--- src/rtl/mem_port_arbiter.sv ---
// Shares one single-ported SRAM between instruction fetch, LSU and debug port (req/gnt/rvalid).
// Debug access is compiled in only when MEM_ARB_DEBUG_PORT_EN is defined.
module mem_port_arbiter #(
   parameter int                    ADDR_WIDTH     = 32,
   parameter int                    DATA_WIDTH     = 32,
   parameter int                    DBG_ADDR_WIDTH = 15,
   parameter logic [ADDR_WIDTH-1:0] DBG_BASE       = '0
) (
   input  logic                    clk_i,
   input  logic                    rst_i,
   input  logic                    instr_req_i,
   input  logic [ADDR_WIDTH-1:0]   instr_addr_i,
   output logic                    instr_gnt_o,
   output logic                    instr_rvalid_o,
   output logic [DATA_WIDTH-1:0]   instr_rdata_o,
   input  logic                    data_req_i,
   input  logic                    data_we_i,
   input  logic [DATA_WIDTH/8-1:0] data_be_i,
   input  logic [ADDR_WIDTH-1:0]   data_addr_i,
   input  logic [DATA_WIDTH-1:0]   data_wdata_i,
   output logic                    data_gnt_o,
   output logic                    data_rvalid_o,
   output logic [DATA_WIDTH-1:0]   data_rdata_o,
   input  logic                    debug_req_i,
   input  logic                    debug_we_i,
   input  logic [DBG_ADDR_WIDTH-1:0] debug_addr_i,
   input  logic [DATA_WIDTH-1:0]   debug_wdata_i,
   output logic                    debug_gnt_o,
   output logic                    debug_rvalid_o,
   output logic [DATA_WIDTH-1:0]   debug_rdata_o,
   output logic                    mem_req_o,
   output logic                    mem_we_o,
   output logic [DATA_WIDTH/8-1:0] mem_be_o,
   output logic [ADDR_WIDTH-1:0]   mem_addr_o,
   output logic [DATA_WIDTH-1:0]   mem_wdata_o,
   input  logic [DATA_WIDTH-1:0]   mem_rdata_i,
   output logic                    arb_busy_o
);

   typedef enum logic [1:0] {OWN_NONE, OWN_INSTR, OWN_DATA, OWN_DEBUG} owner_t;

   owner_t owner_q, owner_d;
   logic   we_q, we_d;
   logic   ptr_data_q, ptr_data_d;
   logic   dbg_req;
   logic [ADDR_WIDTH-1:0] dbg_ext, dbg_sum, dbg_addr;
   logic [DATA_WIDTH-1:0] resp_rdata;

   // Debug wins outright; instr/data alternate via the pointer. Nothing is granted in reset.
   always_comb begin
      instr_gnt_o = 1'b0;
      data_gnt_o  = 1'b0;
      debug_gnt_o = 1'b0;
      if (!rst_i) begin
         if (dbg_req)
            debug_gnt_o = 1'b1;
         else if (instr_req_i && (!data_req_i || !ptr_data_q))
            instr_gnt_o = 1'b1;
         else if (data_req_i)
            data_gnt_o = 1'b1;
      end
   end

   always_comb begin
      dbg_ext = '0;
      dbg_ext[DBG_ADDR_WIDTH-1:0] = debug_addr_i;
   end
   assign dbg_sum  = DBG_BASE + dbg_ext;
   assign dbg_addr = {dbg_sum[ADDR_WIDTH-1:2], 2'b00};

   always_comb begin
      mem_we_o    = 1'b0;
      mem_be_o    = '0;
      mem_addr_o  = '0;
      mem_wdata_o = '0;
      if (debug_gnt_o) begin
         mem_we_o    = debug_we_i;
         mem_be_o    = '1;
         mem_addr_o  = dbg_addr;
         mem_wdata_o = debug_wdata_i;
      end else if (instr_gnt_o) begin
         mem_be_o    = '1;
         mem_addr_o  = instr_addr_i;
      end else if (data_gnt_o) begin
         mem_we_o    = data_we_i;
         mem_be_o    = data_be_i;
         mem_addr_o  = data_addr_i;
         mem_wdata_o = data_wdata_i;
      end
   end
   assign mem_req_o = instr_gnt_o | data_gnt_o | debug_gnt_o;

   always_comb begin
      owner_d    = OWN_NONE;
      we_d       = 1'b0;
      ptr_data_d = ptr_data_q;
      if (instr_gnt_o) begin
         owner_d    = OWN_INSTR;
         ptr_data_d = 1'b1;
      end else if (data_gnt_o) begin
         owner_d    = OWN_DATA;
         we_d       = data_we_i;
         ptr_data_d = 1'b0;
      end else if (debug_gnt_o) begin
         owner_d    = OWN_DEBUG;
         we_d       = debug_we_i;
      end
   end

   always_ff @(posedge clk_i) begin
      if (rst_i) begin
         owner_q    <= OWN_NONE;
         we_q       <= 1'b0;
         ptr_data_q <= 1'b0;
      end else begin
         owner_q    <= owner_d;
         we_q       <= we_d;
         ptr_data_q <= ptr_data_d;
      end
   end

   // Responses are masked while reset is held so a discarded access never surfaces.
   assign resp_rdata     = we_q ? '0 : mem_rdata_i;
   assign instr_rvalid_o = !rst_i && (owner_q == OWN_INSTR);
   assign data_rvalid_o  = !rst_i && (owner_q == OWN_DATA);
   assign instr_rdata_o  = instr_rvalid_o ? resp_rdata : '0;
   assign data_rdata_o   = data_rvalid_o ? resp_rdata : '0;

`ifdef MEM_ARB_DEBUG_PORT_EN
   assign dbg_req        = debug_req_i;
   assign debug_rvalid_o = !rst_i && (owner_q == OWN_DEBUG);
   assign debug_rdata_o  = debug_rvalid_o ? resp_rdata : '0;
`else
   logic unused_debug_req;
   assign unused_debug_req = debug_req_i;
   assign dbg_req          = 1'b0;
   assign debug_rvalid_o   = 1'b0;
   assign debug_rdata_o    = '0;
`endif

   assign arb_busy_o = instr_req_i | data_req_i | dbg_req | (owner_q != OWN_NONE);

endmodule

--- config.mk ---
export PLATFORM = sky130hd
export DESIGN_NAME = mem_port_arbiter
export DESIGN_NICKNAME = d
export VERILOG_FILES = /design/src/rtl/mem_port_arbiter.sv
export SDC_FILE = /design/constraint.sdc
export NUM_CORES = 1
export LEC_CHECK = 0
export BUFFER_PORTS_ARGS = -buffer_cell sky130_fd_sc_hd__buf_2
export CORE_AREA = 5 5 137 139
export DETAILED_ROUTE_END_ITERATION = 16
export DIE_AREA = 0 0 142 144
export HOLD_SLACK_MARGIN = 0.02
export PLACE_DENSITY = 0.51
export SETUP_SLACK_MARGIN = 0.15
export SYNTH_ARGS = -nofsm -noshare
export SYNTH_HDL_FRONTEND = slang
export SYNTH_SLANG_ARGS = --single-unit
export TNS_END_PERCENT = 10
--- constraint.sdc ---
create_clock -name clk_i -period 1.4 [get_ports clk_i]
set_input_delay 0.14 -clock clk_i [delete_from_list [all_inputs] [get_ports clk_i]]
set_output_delay 0.14 -clock clk_i [all_outputs]
set_load 0.03 [all_outputs]
==> key figures <==
Status
  • Status: finished with violations
  • Failing checks: negative setup slack

Routing
  • TritonRoute pass-1 iters: 5
  • Via count: 3,056
  • Met3 WL: 1340 um
  • Drt wl/cell: 14.7 um
  • DR top layer: met5
  • Final WL: 11,800 um
  • Vias per cell: 3.82
  • Initial drt markers: 42
  • ANT nets after route: 0
  • WL met1: 4100 um
  • Residual DRC count: 0
  • Routed wl met2: 6080 um

Hold path
  • Min-delay worst type: in2reg
  • Min-delay src: data_we_i
  • Worst Hold Path EP: we_q
  • Worst hold path cell count: 2

Power
  • Clock share of power: 0.184
  • Maximum vdd drop: 0.246 mV
  • Sw Ratio: 0.458
  • Leakage: 2.60 nW
  • Seq pwr share: 0.052
  • Psw: 1.15 mW
  • Pwr dens: 423 nW/um2
  • Comb power frac: 0.765
  • P_int: 1.36 mW

Setup path
  • Reg2Reg Capture Point: we_q
  • Worst r2r src: ptr_data_q
  • Critical path class: reg2out
  • CP Launch Type: flip-flop
  • R2r worst-path depth: 4
  • Critical Path Sink Type: primary output
  • Crit path DAT: 1.43 ns
  • Crit Path Max Fanout: 8
  • Worst Path Required: 1.26 ns
  • Setup slack, reg-to-reg: 0.32 ns

Final layout
  • Total area of sequential cells: 90.1 um2
  • Fill cells: 1,751
  • Layout cells sized above 1: 0.808
  • Util after Layout: 0.338
  • Final #Nets: 759
  • Multi-input logic area: 2800 um2
  • Design area: 5920 um2
  • N_diodes: 0
  • Area growth syn-to-layout: 182%

Synthesis
  • Most instantiated cells after synthesis: nand2b_1 (65), and2_1 (62), buf_4 (37)
  • Ys Warns: 0
  • Post-synth EDFFs: 0
  • Cell Area, Synth: 2100 um2
  • Top cell type's share of synthesized area: 0.194
  • Synth cell types: 19
  • Top-count cell post-synth: nand2b_1
  • Async SR Flop Fraction: 0
  • Syn Area/Cell: 7.17 um2
  • Ys flop type: dfxtp_1
  • Syn Inst Count: 293
  • Sequential share of the synthesized area: 0.0381
  • FF+latch count, synth: 4
  • Area leader, netlist: nand2b_1
  • Synth top area cells: nand2b_1 (19%), and2_1 (18%), o32ai_1 (13%)

Place
  • DP HPWL: 9320 um
  • Routability cong.: 0.718
  • DP Area: 4830 um2
  • Port-buffer cells: 275

CTS
  • Post-CTS Hold Fix Bufs: 0
  • Clock sink count: 4
  • Clk slew on worst S/H paths: 0.03 ns
  • H-tree levels: 1
  • CTS Buffer Depth: 2
  • Skew-Pair Late Insertion Delay: 0.23 ns
  • Total CTS buffers: 3
  • Root Buffer: clkbuf_16
  • CTS tree: done

Die
  • Width of the die: 142 um
  • Initial core utilization: 0.120
  • Row cnt: 49
  • I/O pin count: 359
  • Height of the die: 144 um
  • Core box area: 17,500 um2
  • DIE AREA: 20,400 um2

Global routing
  • Initial antenna violation count: 1
  • Largest net degree at the start of global routing: 35
  • First-pass GRT wire length: 17,100 um
  • Vias in the first global route: 3,183
  • Grt total ovfl: 0
  • Tot GR Track Use: 0.103

STA
  • Final setup violation count: 130
  • PnR worst setup slack: -0.167 ns
  • RSZ-0062 raised after global routing: true
  • Worst Skew: 0.00244 ns
  • Highest clock rate: 0.638 GHz
  • Final hold vios: 0
  • Pins Over Slew Limit: 0
  • Post-layout min period: 1.57 ns
  • Post-route clock period utilization: 1.12

Run
  • Max-cap viol count: 0
[per-layer routing]
layer | up-vias | GRT usage
met5 | - | 0
met4 | 2 | 0.0288
met3 | 14 | 0.0351
met2 | 184 | 0.187
met1 | 1369 | 0.115
li1 | 1487 | -
[placed cells by master (no fill, tap or decap)]
| cell type | instances |
|---|---|
| a21bo_4 | 1 |
| a21oi_4 | 4 |
| and2_1 | 1 |
| and2_2 | 35 |
| and2_4 | 26 |
| and3b_2 | 2 |
| buf_12 | 14 |
| buf_2 | 138 |
| buf_4 | 30 |
| buf_6 | 126 |
| clkbuf_1 | 1 |
| clkbuf_16 | 5 |
| clkinv_2 | 1 |
| conb_1 | 34 |
| dfxtp_2 | 2 |
| dfxtp_4 | 2 |
| nand2_1 | 4 |
| nand2_2 | 1 |
| nand2b_1 | 64 |
| nand2b_4 | 1 |
| nor2_1 | 4 |
| nor2_2 | 1 |
| nor2_4 | 2 |
| nor2b_1 | 1 |
| nor2b_4 | 1 |
| nor3b_1 | 1 |
| nor3b_2 | 5 |
| nor3b_4 | 30 |
| nor4b_4 | 2 |
| o21ba_2 | 1 |
| o32ai_4 | 32 |
[logic make-up (layout without fill, tap and decap cells)]
group / after synthesis / in the layout / synth area share
simple gates: 181 / 181 / 0.566
buf+inv: 69 / 315 / 0.242
compound gates: 38 / 38 / 0.153
flops: 4 / 4 / 0.0381
other cells: 1 / 34 / 0.00179
[worst max-delay path, cell delays in order (launching register included)]
cell       delay, ns
dfxtp_4         0.35
nor4b_4         0.26
buf_6           0.17
clkbuf_16       0.15
and2_4          0.13
buf_6           0.12
[flip-flops by register name, indices dropped and copies added (netlist names)]
register / flops
ptr_data_q: 1
owner_q: 2
we_q: 1
[metrics by stage]
step | hold WS (ns) | power, mW | worst slack, ns | TNS (ns) | instances
2_1_floorplan | 0.307 | 1.38 | 0.0784 | 0 | 326
3_3_place_gp | 0.423 | 1.79 | 0.00201 | 0 | 789
3_5_place_dp | 0.424 | 1.80 | -0.00818 | -0.0644 | 789
4_1_cts | 0.182 | 2.50 | -0.159 | -11.91 | 796
5_1_grt | 0.189 | 2.65 | -0.216 | -17.57 | 801
6_report | 0.184 | 2.50 | -0.167 | -10.75 | 801
[cell type report]
cell class,instances,share of cell area
Timing Repair Buffer,310,0.450
Clock buffer,4,0.0133
Inverter,1,0.000845
Multi-Input combinational cell,253,0.472
Sequential cell,4,0.0152
Tap cell,229,0.0484
[worst max-delay path by stage]
stage / slack (ns) / startpoint / to / cells after the start
final: -0.17 / we_q / data_rdata_o[31] / 5
after global routing: -0.22 / we_q / data_rdata_o[19] / 5
after CTS: -0.16 / owner_q[0] / data_rdata_o[24] / 4
after detailed placement: -0.008 / rst_i / data_rdata_o[24] / 5
after global placement: 0.002 / rst_i / data_rdata_o[5] / 5
after floorplan: 0.08 / ptr_data_q / mem_wdata_o[28] / 4
[power by group through the flow]
| stage | Combinational, mW | Sequential, mW | Clock, mW |
|---|---|---|---|
| after floorplan | 1.25 | 0.132 | 0 |
| after global placement | 1.66 | 0.133 | 0 |
| after detailed placement | 1.66 | 0.132 | 0 |
| after CTS | 1.90 | 0.131 | 0.474 |
| after global routing | 2.03 | 0.130 | 0.487 |
| final | 1.92 | 0.129 | 0.460 |
[what timing repair did]
item                                    CTS  global route
cloned                                    0             3
buffers inserted                          3             2
gates resized for setup                 269            32
pin swaps                                11            32
endpoints found under the setup margin  138           138
Note: power is estimated with default switching activity, not from simulation.
